## src/rtl/gpio_scan_pkg.sv

```systemverilog
// Shared types and layout helpers for the GPIO scan-chain SRAM controller.
// Scan word, MSB first: sel, then port 0 .. port N-1, each {addr, din, csb, web, wmask}.
package gpio_scan_pkg;

  localparam int DEF_SEL_W     = 4;
  localparam int DEF_ADDR_W    = 16;
  localparam int DEF_DATA_W    = 32;
  localparam int DEF_WMASK_W   = 4;
  localparam int DEF_NUM_PORTS = 2;
  localparam int DEF_CNT_W     = 8;

  typedef enum logic [1:0] {
    ST_IDLE    = 2'd0,
    ST_ISSUE   = 2'd1,
    ST_CAPTURE = 2'd2
  } state_e;

  function automatic int port_w(input int addr_w, input int data_w, input int wmask_w);
    return addr_w + data_w + 2 + wmask_w;
  endfunction

  function automatic int scan_w(input int sel_w, input int num_ports, input int pw);
    return sel_w + num_ports * pw;
  endfunction

  // Port 0 sits directly below sel, so higher port numbers land at lower bits.
  function automatic int port_lsb(input int p, input int num_ports, input int pw);
    return (num_ports - 1 - p) * pw;
  endfunction

  function automatic int din_lsb(input int wmask_w);
    return wmask_w + 2;
  endfunction

  function automatic int addr_lsb(input int data_w, input int wmask_w);
    return wmask_w + 2 + data_w;
  endfunction

endpackage

```

## src/rtl/gpio_scan_port.sv

```systemverilog
// One SRAM port slice: field decode, beat-offset address, captured read data
// and the compare-fail flag for this port.
module gpio_scan_port
  import gpio_scan_pkg::*;
#(
  parameter int ADDR_W  = DEF_ADDR_W,
  parameter int DATA_W  = DEF_DATA_W,
  parameter int WMASK_W = DEF_WMASK_W,
  parameter int CNT_W   = DEF_CNT_W
) (
  input  logic                                clk_i,
  input  logic                                reset_i,
  input  logic [ADDR_W+DATA_W+2+WMASK_W-1:0]  field_i,
  input  logic [CNT_W-1:0]                    beat_i,
  input  logic                                capture_i,
  input  logic [DATA_W-1:0]                   sram_dout_i,
  output logic [ADDR_W-1:0]                   addr_o,
  output logic [DATA_W-1:0]                   din_o,
  output logic                                csb_o,
  output logic                                web_o,
  output logic [WMASK_W-1:0]                  wmask_o,
  output logic [DATA_W-1:0]                   dout_o,
  output logic                                cmp_fail_o
);

  logic [DATA_W-1:0] dout_q;
  logic              is_read;

  assign wmask_o = field_i[WMASK_W-1:0];
  assign web_o   = field_i[WMASK_W];
  assign csb_o   = field_i[WMASK_W+1];
  assign din_o   = field_i[din_lsb(WMASK_W) +: DATA_W];
  // Address wraps naturally at 2^ADDR_W.
  assign addr_o  = field_i[addr_lsb(DATA_W, WMASK_W) +: ADDR_W] + ADDR_W'(beat_i);

  assign is_read    = !csb_o && web_o;
  // Only read beats carry meaningful dout, so only they can fail a compare.
  assign cmp_fail_o = is_read && (sram_dout_i != din_o);

  always_ff @(posedge clk_i) begin
    if (reset_i) begin
      dout_q <= '0;
    end else if (capture_i && is_read) begin
      dout_q <= sram_dout_i;
    end
  end

  assign dout_o = dout_q;

endmodule

```

## src/rtl/gpio_scan_sram_ctrl.sv

```systemverilog
// GPIO scan-chain SRAM controller: serial command load, single or burst
// execution against the selected macro, read capture, on-chip compare.
module gpio_scan_sram_ctrl
  import gpio_scan_pkg::*;
#(
  parameter int SEL_W     = DEF_SEL_W,
  parameter int ADDR_W    = DEF_ADDR_W,
  parameter int DATA_W    = DEF_DATA_W,
  parameter int WMASK_W   = DEF_WMASK_W,
  parameter int NUM_PORTS = DEF_NUM_PORTS,
  parameter int CNT_W     = DEF_CNT_W
) (
  input  logic                                          clk,
  input  logic                                          reset,
  input  logic                                          scan_en,
  input  logic                                          scan_in,
  output logic                                          scan_out,
  input  logic                                          sram_load,
  input  logic                                          global_csb,
  input  logic [CNT_W-1:0]                              burst_len,
  input  logic                                          cmp_en,
  output logic                                          busy,
  output logic                                          mismatch,
  output logic [ADDR_W-1:0]                             fail_addr,
  output logic [$clog2(NUM_PORTS > 1 ? NUM_PORTS : 2)-1:0] fail_port,
  output logic [SEL_W-1:0]                              sram_sel,
  output logic [NUM_PORTS-1:0]                          sram_csb,
  output logic [NUM_PORTS-1:0]                          sram_web,
  output logic [NUM_PORTS*WMASK_W-1:0]                  sram_wmask,
  output logic [NUM_PORTS*ADDR_W-1:0]                   sram_addr,
  output logic [NUM_PORTS*DATA_W-1:0]                   sram_din,
  input  logic [NUM_PORTS*DATA_W-1:0]                   sram_dout,
  output state_e                                        state_dbg
);

  localparam int PORT_W  = port_w(ADDR_W, DATA_W, WMASK_W);
  localparam int SCAN_W  = scan_w(SEL_W, NUM_PORTS, PORT_W);
  localparam int FP_W    = $clog2(NUM_PORTS > 1 ? NUM_PORTS : 2);
  localparam int DIN_LSB = din_lsb(WMASK_W);

  state_e                             state_q;
  logic [SCAN_W-1:0]                  scan_q;
  logic [SCAN_W-1:0]                  load_word;
  logic [CNT_W-1:0]                   beat_q, len_q, beat_inc, beat_sel;
  logic                               gcsb_q;
  logic                               mismatch_q;
  logic [ADDR_W-1:0]                  fail_addr_q;
  logic [FP_W-1:0]                    fail_port_q;
  logic [SEL_W-1:0]                   sel_q;
  logic [NUM_PORTS-1:0]               csb_q, web_q;
  logic [NUM_PORTS-1:0][WMASK_W-1:0]  wmask_q;
  logic [NUM_PORTS-1:0][ADDR_W-1:0]   addr_q;
  logic [NUM_PORTS-1:0][DATA_W-1:0]   din_q;

  logic [NUM_PORTS-1:0][ADDR_W-1:0]   p_addr;
  logic [NUM_PORTS-1:0][DATA_W-1:0]   p_din, p_dout;
  logic [NUM_PORTS-1:0][WMASK_W-1:0]  p_wmask;
  logic [NUM_PORTS-1:0]               p_csb, p_web, p_fail;
  logic                               capture;
  logic                               any_fail;
  logic [FP_W-1:0]                    first_port;

  assign capture  = (state_q == ST_CAPTURE);
  assign beat_inc = beat_q + CNT_W'(1);
  // Port slices see the beat of the *next* issue: 0 at start, beat+1 from CAPTURE.
  assign beat_sel = capture ? beat_inc : '0;

  for (genvar p = 0; p < NUM_PORTS; p++) begin : g_port
    gpio_scan_port #(
      .ADDR_W  (ADDR_W),
      .DATA_W  (DATA_W),
      .WMASK_W (WMASK_W),
      .CNT_W   (CNT_W)
    ) u_port (
      .clk_i       (clk),
      .reset_i     (reset),
      .field_i     (scan_q[port_lsb(p, NUM_PORTS, PORT_W) +: PORT_W]),
      .beat_i      (beat_sel),
      .capture_i   (capture),
      .sram_dout_i (sram_dout[p*DATA_W +: DATA_W]),
      .addr_o      (p_addr[p]),
      .din_o       (p_din[p]),
      .csb_o       (p_csb[p]),
      .web_o       (p_web[p]),
      .wmask_o     (p_wmask[p]),
      .dout_o      (p_dout[p]),
      .cmp_fail_o  (p_fail[p])
    );
  end

  always_comb begin
    load_word = scan_q;
    for (int p = 0; p < NUM_PORTS; p++) begin
      load_word[port_lsb(p, NUM_PORTS, PORT_W) + DIN_LSB +: DATA_W] = p_dout[p];
    end
  end

  // Scan downwards so the lowest failing port is the one left standing.
  always_comb begin
    any_fail   = 1'b0;
    first_port = '0;
    for (int p = NUM_PORTS - 1; p >= 0; p--) begin
      if (p_fail[p]) begin
        any_fail   = 1'b1;
        first_port = FP_W'(p);
      end
    end
  end

  always_ff @(posedge clk) begin
    if (reset) begin
      state_q     <= ST_IDLE;
      scan_q      <= '0;
      beat_q      <= '0;
      len_q       <= CNT_W'(1);
      gcsb_q      <= 1'b1;
      mismatch_q  <= 1'b0;
      fail_addr_q <= '0;
      fail_port_q <= '0;
      sel_q       <= '0;
      csb_q       <= '1;
      web_q       <= '1;
      wmask_q     <= '0;
      addr_q      <= '0;
      din_q       <= '0;
    end else begin
      gcsb_q <= global_csb;
      case (state_q)
        ST_IDLE: begin
          if (scan_en) begin
            scan_q <= {scan_q[SCAN_W-2:0], scan_in};
          end else if (sram_load) begin
            scan_q <= load_word;
          end else if (gcsb_q && !global_csb) begin
            beat_q      <= '0;
            len_q       <= (burst_len == '0) ? CNT_W'(1) : burst_len;
            mismatch_q  <= 1'b0;
            fail_addr_q <= '0;
            fail_port_q <= '0;
            sel_q       <= scan_q[SCAN_W-1 -: SEL_W];
            csb_q       <= p_csb;
            web_q       <= p_web;
            wmask_q     <= p_wmask;
            addr_q      <= p_addr;
            din_q       <= p_din;
            state_q     <= ST_ISSUE;
          end
        end
        ST_ISSUE: begin
          csb_q   <= '1;
          web_q   <= '1;
          state_q <= ST_CAPTURE;
        end
        ST_CAPTURE: begin
          // addr_q still holds this beat's issued address.
          if (cmp_en && any_fail) begin
            mismatch_q <= 1'b1;
            if (!mismatch_q) begin
              fail_addr_q <= addr_q[first_port];
              fail_port_q <= first_port;
            end
          end
          beat_q <= beat_inc;
          if (beat_inc == len_q) begin
            state_q <= ST_IDLE;
          end else begin
            csb_q   <= p_csb;
            web_q   <= p_web;
            wmask_q <= p_wmask;
            addr_q  <= p_addr;
            din_q   <= p_din;
            state_q <= ST_ISSUE;
          end
        end
        default: state_q <= ST_IDLE;
      endcase
    end
  end

  assign scan_out   = scan_q[SCAN_W-1];
  assign busy       = (state_q != ST_IDLE);
  assign mismatch   = mismatch_q;
  assign fail_addr  = fail_addr_q;
  assign fail_port  = fail_port_q;
  assign sram_sel   = sel_q;
  assign sram_csb   = csb_q;
  assign sram_web   = web_q;
  assign sram_wmask = wmask_q;
  assign sram_addr  = addr_q;
  assign sram_din   = din_q;
  assign state_dbg  = state_q;

endmodule

```

## config.mk

```make
export PLATFORM = sky130hd
export DESIGN_NAME = gpio_scan_sram_ctrl
export DESIGN_NICKNAME = d
export VERILOG_FILES = /design/src/rtl/gpio_scan_pkg.sv /design/src/rtl/gpio_scan_port.sv /design/src/rtl/gpio_scan_sram_ctrl.sv
export SDC_FILE = /design/constraint.sdc
export NUM_CORES = 1
export LEC_CHECK = 0
export CORE_UTILIZATION = 45
export CTS_BUF_LIST = sky130_fd_sc_hd__clkbuf_8
export DETAILED_ROUTE_END_ITERATION = 8
export HOLD_SLACK_MARGIN = 0.15
export PLACE_DENSITY_LB_ADDON = 0.08
export SLEW_MARGIN = 20
export SYNTH_ARGS = -nofsm -noshare
export SYNTH_HDL_FRONTEND = slang
export SYNTH_SLANG_ARGS = --single-unit
```

## constraint.sdc

```tcl
create_clock -name clk -period 4.5 [get_ports clk]
set_clock_uncertainty 0.1 [all_clocks]
set_input_delay 0.45 -clock clk [delete_from_list [all_inputs] [get_ports clk]]
set_output_delay 0.45 -clock clk [all_outputs]
set_load 0.05 [all_outputs]
```

[Word-level counts from Yosys, hierarchy flattened]
Cells that the tools add are included.
Storage, ports and cells
  flip-flop bits (word level): 325
  bits of input ports: 79
  output and inout bits: 134
  word-level logic and storage cells: 120
Operators by class
  add/subtract/negate cells: 3
  magnitude comparators: 1
  equality and inequality tests: 11
  muxes and demuxes: 57
  bitwise operators: 2
  reductions and logical operators: 26
Operators with widths (count)
  64-bit two-way mux: 4
  32-bit two-way mux: 4
  64-bit case mux with 2 select lines: 1
  112-bit two-way mux: 1
  16-bit two-way mux: 7
  92-bit two-way mux: 1
  8-bit two-way mux: 9
  32-bit inequality test: 2
  32-bit case mux with 2 select lines: 1
  16-bit by 8-bit adder with 16-bit output: 2
  16-bit case mux with 2 select lines: 1
  8-bit case mux with 2 select lines: 2
  2-bit two-way mux: 11
  2-bit case mux with 3 select lines: 3
  5-bit AND reduction: 3
  1-bit two-way mux: 10
  2-bit inequality test (second input constant): 5
  8-bit by 1-bit adder with 8-bit output (second input constant): 1
  8-bit == test: 1
  1-bit logical AND: 8
  8-bit logical NOT: 1
  4-bit AND reduction: 2
  6-bit AND reduction: 1
  2-bit nonzero test: 3
  other kinds (11): 16

[Depth between registers and ports, before layout]
Gate-level depths: netlist of run 1.
  depth after elaboration: 10
  depth in mapped cells: 15
  gate-level depth less buffers: 12

[Modules after synthesis]
From an unflattened synthesis of run 1, not the netlist that was laid out.
Second synthesis, totals
  cell total of the unflattened synthesis: 1785
  area, all modules: 15563.7 µm²
Modules (own cells, without submodules)
  gpio_scan_sram_ctrl: times used 1, cells each 1211, area an instance 11114.4 µm², seq. area each 5225.0 µm²
  gpio_scan_port at g_port[0].u_port: times used 1, cells each 285, area an instance 2229.6 µm², seq. area each 640.6 µm²
  gpio_scan_port at g_port[1].u_port: times used 1, cells each 289, area an instance 2219.6 µm², seq. area each 640.6 µm²

[Worst setup path after synthesis of run 1]
No wires, ideal clock.
  kind: reg-to-reg
  from: register state_q[1], in the netlist state_dbg[1]
  to: register addr_q, in the netlist sram_addr[11]
  library setup time: 0.119 ns
  arrival: 3.659 ns
  required time: 4.281 ns
  setup slack: 0.623 ns
  stages on the path, launching flop included: 16
  path buffers: 3
  clock period less this slack: 3.877 ns
  cell sequence: dfxtp_1 > buf_4 > nor2b_1 > buf_2 > buf_1 > nand2_1 > inv_1 > ha_1 > a21o_1 > a31o_2 > a221oi_1 > nor3_1 > o211ai_1 > nand3_1 > a211o_1 > o221a_1
Between the ends
  cells in the longest elaborated chain, start to end: 7
  elaborated cells on any way between the ends: 15
  those cells by class: add/sub (1); eq/ne (5); mux (6); reduce/logical (3)
Ends and longest elaborated chain
  start, declared: line gpio_scan_sram_ctrl.sv:41  | state_e state_q;
  start signal, assigned: line gpio_scan_sram_ctrl.sv:112  | state_q <= ST_IDLE;
  start signal, assigned: line gpio_scan_sram_ctrl.sv:146  | state_q <= ST_ISSUE;
  start signal, assigned: line gpio_scan_sram_ctrl.sv:152  | state_q <= ST_CAPTURE;
  2-bit == test (*): line gpio_scan_sram_ctrl.sv:63  | assign capture = (state_q == ST_CAPTURE);
  8-bit two-way mux (*): line gpio_scan_sram_ctrl.sv:66  | assign beat_sel = capture ? beat_inc : '0;
  via beat_sel[1]: line gpio_scan_sram_ctrl.sv:44  | logic [CNT_W-1:0] beat_q, len_q, beat_inc, beat_sel;
  16-bit by 8-bit adder with 16-bit output (*): line gpio_scan_port.sv:34  | assign addr_o = field_i[addr_lsb(DATA_W, WMASK_W) +: ADDR_W] + ADDR_W'(beat_i);
  32-bit two-way mux: line gpio_scan_sram_ctrl.sv:134  | end else if (gcsb_q && !global_csb) begin
  32-bit two-way mux: line gpio_scan_sram_ctrl.sv:132  | end else if (sram_load) begin
  32-bit two-way mux: line gpio_scan_sram_ctrl.sv:130  | if (scan_en) begin
  32-bit case mux with 2 select lines (*): line gpio_scan_sram_ctrl.sv:128  | case (state_q)
  end signal, assigned: line gpio_scan_sram_ctrl.sv:144  | addr_q <= p_addr;
  end signal, assigned: line gpio_scan_sram_ctrl.sv:170  | addr_q <= p_addr;
  end, declared: line gpio_scan_sram_ctrl.sv:52  | logic [NUM_PORTS-1:0][ADDR_W-1:0] addr_q;
Mark *: on every way through the listed nets, which the timed path passes. The rest lies on a longest branch. The select of a mux whose other input is x is not followed.
A chain may end at the register's enable or synchronous reset.

[Final worst setup path of run 1]
  from: register beat_q[0]
  to: register addr_q, in the netlist sram_addr[28]
Between the ends
  cells in the longest elaborated chain, start to end: 7
  elaborated cells on any way between the ends: 11
  those cells by class: add/sub (2); eq/ne (2); mux (6); reduce/logical (1)
Ends and longest elaborated chain
  start, declared: line gpio_scan_sram_ctrl.sv:44
  start signal, assigned: line gpio_scan_sram_ctrl.sv:163  | beat_q <= beat_inc;
  8-bit by 1-bit adder with 8-bit output (*): line gpio_scan_sram_ctrl.sv:64  | assign beat_inc = beat_q + CNT_W'(1);
  8-bit two-way mux (*): line gpio_scan_sram_ctrl.sv:66
  via beat_sel[1]: line gpio_scan_sram_ctrl.sv:44
  16-bit by 8-bit adder with 16-bit output (*): line gpio_scan_port.sv:34
  32-bit two-way mux: line gpio_scan_sram_ctrl.sv:134
  32-bit two-way mux: line gpio_scan_sram_ctrl.sv:132
  32-bit two-way mux: line gpio_scan_sram_ctrl.sv:130
  32-bit case mux with 2 select lines (*): line gpio_scan_sram_ctrl.sv:128
Marks and branches as above.

==> results of run 1 <==
==> cell type report <==
class | count | area (um^2)
tap | 396 | 495
antenna | 1 | 2.50
clock buffer | 67 | 922
fill | 2854 | 13300
sequential | 325 | 6510
clock inverter | 28 | 119
inverter | 11 | 41.3
multi-input combinational | 1273 | 7230
timing repair buffer | 231 | 2290
==> synth_stat cells, types with 5 or more instances <==
cell | count | area, um^2
xnor2_1 | 96 | 841
nor2_1 | 107 | 402
o21ai_0 | 10 | 50.1
buf_1 | 12 | 45.0
buf_2 | 24 | 120
nand4_1 | 19 | 119
and2_1 | 7 | 43.8
inv_1 | 11 | 41.3
a211oi_1 | 75 | 563
ha_1 | 7 | 87.6
nand2b_1 | 5 | 31.3
dfxtp_1 | 325 | 6510
a21oi_1 | 252 | 1260
mux2_2 | 17 | 191
nand3_1 | 26 | 130
mux2i_1 | 69 | 691
nor3_1 | 8 | 40.0
and3_1 | 7 | 43.8
o211ai_1 | 6 | 45.0
nand2_1 | 457 | 1720
a21o_1 | 8 | 60.1
a31oi_1 | 8 | 50.1
or2_2 | 6 | 37.5
clkbuf_1 | 94 | 353
nor4_1 | 5 | 31.3
xor2_1 | 5 | 43.8
==> logic make-up (layout without fill, tap and decap cells) <==
group / after synthesis / in the layout
AO/OA/AOI/OAI: 402 / 402
AND/OR/NAND/NOR: 673 / 673
other: 0 / 1
XOR/XNOR: 103 / 103
flip-flops: 325 / 325
multiplexers: 86 / 86
buffers and inverters: 144 / 337
adder cells (fa/ha/maj): 9 / 9
==> sequential cells by signal, summed over array words and instances, names as in the netlist, 8 cells and up <==
| signal | cells |
|---|---|
| scan_q | 112 |
| sram_addr | 32 |
| fail_addr | 16 |
| len_q | 8 |
| sram_wmask | 8 |
| g_port.u_port.dout_o | 64 |
| sram_din | 64 |
| beat_q | 8 |
==> worst max-delay path: cells and delay by family, from the launching register on <==
family / cells / cell delay, ns
AO/OA/AOI/OAI: 6 / 1.58
XOR/XNOR: 1 / 0.16
adder cells (fa/ha/maj): 2 / 0.82
buffers and inverters: 1 / 0.13
flip-flops: 1 / 0.43
AND/OR/NAND/NOR: 1 / 0.18
==> per-layer routing <==
metal	GRT usage	vias to the layer above	wire, um
li1	-	6261	-
met1	0.328	5790	18600
met2	0.382	299	17900
met3	0.0459	48	2060
met4	0.0585	2	594
met5	0	-	13
==> power by group <==
group	switching [mW]	internal [mW]
registers	0.0751	2.94
logic	0.353	0.227
clock network	1.17	1.33
total	1.60	4.50
==> final timing paths <==
path              slack (ns)             to
setup / recovery        1.02  sram_addr[28]
hold / removal          0.28    scan_q[106]
setup reg to reg        1.02  sram_addr[28]
hold reg to reg         0.35  fail_addr[12]
==> through the flow <==
step,cells,hold WS [ns]
after floorplan,1742,0.336
after global placement,2236,0.341
after detailed placement,2236,0.345
after CTS,2331,0.278
after global routing,2331,0.309
final,2332,0.279
==> results.py, run 1 <==
metrics = {
    "timing": {
        "worst_pin_slew_ns": 1.04,
        "fin_setup_tns_ns": 0,
        "relSlewSlack": 0.308,
        "finalHoldViolations": 0,
        "rsz0062_at_grt": "false",
        "layout_setup_ws_ns": 1.02,
        "fmax_mhz": 288,
        "finalSetupViolCount": 0,
        "period_minus_slack_ns": 3.48,
        "maxSlewViolCount": 0,
        "post-route-period-util": 0.773,
    },
    "floorplanning": {
        "start_util": 0.462,
        "num_rows": 64,
        "die_area_um2": 32500,
        "pin_count": 213,
        "dieWidth_um": 180,
        "die_y_um": 180,
        "core_um2": 30900,
    },
    "finish": {
        "design_area_um2": 17600,
        "final_common_cell": "nand2_1",
        "fin_util": 0.570,
        "num-nets-final": 1984,
        "drive_gt1_frac": 0.0698,
        "final_cell_mix": "nand2_1 (457), dfxtp_1 (325), a21oi_1 (252)",
        "syn_to_final_growth_pct": 23.2,
    },
    "drt": {
        "ant_nets": 0,
        "wirelength_mm": 39.1,
        "wl_per_cell_um": 16.8,
        "vias": 12400,
        "drc": 0,
        "drt_first_iter_violations": 785,
        "viasPerCell": 5.32,
        "first_pass_iters": 5,
    },
    "setup_path": {
        "crit_start": "beat_q[0]",
        "cpPeakStageDelay_ns": 0.53,
        "rr_worst_depth": 11,
        "reg2reg_from": "beat_q[0]",
        "endpoint_kind": "register",
        "worstPathRequired_ns": 4.90,
        "critPathLaunchType": "register",
        "crit_slowest_cell": "a221oi_1",
        "cp.arrival_ns": 3.88,
        "critical_path_class": "register to register",
        "crit_chain": "ha_1, nand2_1, inv_1, fa_1, a21o_1, a221oi_1, a2111oi_4, o211ai_1, a31oi_1, xnor2_1, a211oi_2",
        "crit_fanout": 6,
    },
    "synthesis": {
        "synthCells": 1742,
        "synth_compound_area_frac": 0.171,
        "async_reset_ff_frac": 0,
        "synthMuxAreaShare": 0.0617,
        "synth-simple-area-share": 0.197,
        "yosys_warnings": 0,
        "synth_nets": 1830,
        "synth_top_family_by_area": "simple AND/OR/NAND/NOR gates",
        "synthesis.area_um2": 14300,
        "ys.flop_type": "dfxtp_1",
        "avgSynthCellArea_um2": 8.20,
        "synth-edff-count": 0,
        "synth_xor_area_frac": 0.0650,
        "synth_fa_ha_area_frac": 0.00893,
        "seq_area_frac_synth": 0.455,
        "synth_cell_type_count": 68,
        "synth-seq-cells": 325,
    },
    "placed_design": {
        "gp_congestion": 0.837,
        "place.port_buffers": 212,
        "place_ws_ns": 1.02,
        "post-dp-hpwl_mm": 26.4,
        "placed_area_um2": 16600,
    },
    "global_routing": {
        "grt_max_degree": 131,
        "grt_pass1_wl_mm": 63.2,
        "grt_antenna_before_repair": 2,
        "grt_remaining_overflow": 0,
        "grt_pass1_vias": 11717,
        "track_usage": 0.238,
    },
    "flow_run": {
        "drv_cap": 0,
    },
    "worst_hold_path": {
        "hp-class": "input port to register",
        "min_from": "reset",
        "min_delay_path_depth": 2,
    },
    "cts": {
        "cts_setup_buffers": 0,
        "clk_pin_slew_ns": 0.06,
        "post_cts_resized": 0,
        "tritoncts": "yes",
        "htreeDepth": 2,
        "cts_sinks": 325,
        "cts_buffer_depth": 3,
        "cts_root_buffer": "clkbuf_8",
        "ctsHoldBuffers": 0,
        "clock_latency_ns": 0.59,
        "numCtsBuffers": 54,
    },
    "power": {
        "vdd_drop_max_mv": 0.278,
        "p_per_area_nw_per_um2": 347,
        "p_total_mw": 6.10,
        "leakagePower_nw": 6.08,
    },
    "run_status": {
        "status": "complete, no violations",
    },
}
No activity file was read; power rests on OpenSTA's default activity.
==> inputs of run 2 (changes only) <==
Clock period 4.5 ns to 3.3 ns, I/O delays scaled along.
==> run 2 against run 1 <==
  * Fmax rose by 9.4%
  * Clock power rose by 45%
  * Global-route usage fell by 0.11 points
  * Register-to-register slack worse by 0.90 ns
  * Sequential share of layout area decreased by 0.79 points
  * Hold slack lost 0.071 ns
  * Routed wire length barely moved
  * Die area did not move
  * Core utilization increased by 1.3 points
  * Worst setup slack worse by 0.90 ns
  * Largest power group unchanged
==> results.py, run 2 (synthesized netlist as in run 1, its figures left out) <==
metrics = {
    "run_status": {
        "status": "complete, no violations",
    },
    "drt": {
        "first_pass_iters": 5,
        "drt_first_iter_violations": 784,
        "ant_nets": 0,
        "viasPerCell": 5.34,
        "wirelength_mm": 39.2,
        "wl_per_cell_um": 16.6,
        "vias": 12587,
        "drc": 0,
    },
    "setup_path": {
        "critPathLaunchType": "register",
        "endpoint_kind": "register",
        "reg2reg_from": "beat_q[0]",
        "rr_endpoint": "sram_addr[9]",
        "cp.arrival_ns": 3.54,
        "critical_path_class": "register to register",
        "r2r_slack_ns": 0.12,
        "rr_worst_depth": 12,
        "worstPathRequired_ns": 3.66,
        "crit_fanout": 6,
    },
    "timing": {
        "relSlewSlack": 0.503,
        "fmax_mhz": 314,
        "period_minus_slack_ns": 3.18,
        "finalHoldViolations": 0,
        "finalSetupViolCount": 0,
        "layout_setup_ws_ns": 0.120,
        "post-route-period-util": 0.964,
        "maxSlewViolCount": 0,
        "worst_pin_slew_ns": 0.745,
        "fin_setup_tns_ns": 0,
    },
    "finish": {
        "fin_util": 0.583,
        "syn_to_final_growth_pct": 26.1,
        "num-nets-final": 2011,
        "largest_reg_flops": 112,
        "largest-register": "scan_q",
        "final_common_cell": "nand2_1",
        "antenna-diode-count": 0,
        "nFillCells": 2892,
        "drive_gt1_frac": 0.0913,
        "final_cell_mix": "nand2_1 (456), dfxtp_1 (322), a21oi_1 (252)",
    },
    "power": {
        "p_per_area_nw_per_um2": 476,
        "vdd_drop_max_mv": 0.362,
        "leakagePower_nw": 6.27,
    },
    "worst_hold_path": {
        "hp-class": "input port to register",
        "min_from": "scan_in",
        "holdPathEnd": "scan_q[0]",
        "min_delay_path_depth": 3,
    },
    "floorplanning": {
        "num_rows": 64,
        "die_area_um2": 32500,
        "core_um2": 30900,
        "dieWidth_um": 180,
        "start_util": 0.462,
        "pin_count": 213,
        "die_y_um": 180,
    },
    "cts": {
        "cts_root_buffer": "clkbuf_8",
        "cts_buffer_depth": 3,
        "tritoncts": "yes",
        "numCtsBuffers": 55,
        "clock_latency_ns": 0.58,
        "htreeDepth": 2,
        "clk_pin_slew_ns": 0.06,
        "cts_sinks": 325,
    },
    "global_routing": {
        "grt_antenna_before_repair": 0,
        "grt_max_degree": 113,
        "grt_remaining_overflow": 0,
        "grt_pass1_vias": 11951,
        "grt_pass1_wl_mm": 63.1,
        "track_usage": 0.237,
    },
    "placed_design": {
        "place_ws_ns": 0.0637,
        "gp_congestion": 0.873,
        "post-dp-hpwl_mm": 26.6,
        "place.port_buffers": 212,
    },
    "flow_run": {
        "drv_cap": 0,
    },
}
[run 2: cell count changes in the layout (fill, tap and decap cells not counted), sizes merged]
cell         delta
clkbuf          +6
diode           -1
bufinv          +1
buf            +25
inv             -8
dlygate4sd3     +1
clkinvlp        +1
[run 2: worst max-delay path, cell delays in order (launching register included)]
cell      delay (ns)
dfxtp_2         0.36
ha_1            0.34
nand2_2         0.13
inv_2           0.07
ha_1            0.30
a21o_1          0.20
a31o_2          0.26
a221oi_2        0.25
nor3_2          0.11
o211ai_1        0.19
nand3_2         0.12
a211o_1         0.38
o221a_1         0.26
[run 2: repair_timing]
item	in CTS	in global routing
hold endpoints to repair	60	0
resized for setup	0	7
buffers inserted	0	2
endpoints found under the setup margin	0	20
hold buffers	1	0
[run 2: report_power, final]
| group | switching (mW) | leakage [nW] | internal, mW |
|---|---|---|---|
| registers | 0.102 | 2.63 | 4.01 |
| clock network | 1.60 | 0.641 | 2.04 |
| logic | 0.487 | 2.99 | 0.332 |
| total | 2.19 | 6.27 | 6.38 |
[run 2: per-layer routing]
layer / GRT usage / up-vias / part of all wire
li1: - / 6309 / -
met1: 0.318 / 5879 / 0.47
met2: 0.386 / 336 / 0.45
met3: 0.0505 / 63 / 0.062
met4: 0.0598 / 0 / 0.018
met5: 0 / - / 0
[run 2: cell type report]
cell class	instances	area, um^2	area share
Clock buffer	73	1000	0.0557
Inverter	11	41.3	0.00229
Tap cell	396	495	0.0275
Timing Repair Buffer	257	2560	0.142
Multi-Input combinational cell	1273	7280	0.404
Clock inverter	22	121	0.00673
Sequential cell	325	6520	0.361
[run 2: worst max-delay path by stage]
stage	slack, ns	cells after the start	from	to
floorplan	0.006	14	state_dbg[1]	sram_addr[30]
global placement	0.15	12	beat_q[0]	sram_addr[11]
detailed placement	0.06	12	beat_q[0]	sram_addr[15]
CTS	0.05	12	beat_q[0]	sram_addr[9]
global route	-0.01	12	beat_q[0]	sram_addr[9]
finish	0.12	12	beat_q[0]	sram_addr[9]
[run 2: stage by stage]
stage	hold WS [ns]	total power, mW	instance area (um^2)	std cells
5_1_grt	0.201	8.92	18000	2357
3_3_place_gp	0.339	5.01	16800	2259
4_1_cts	0.169	8.67	18000	2355
6_report	0.209	8.57	18000	2357
2_1_floorplan	0.336	4.67	14300	1742
3_5_place_dp	0.344	5.02	16800	2259
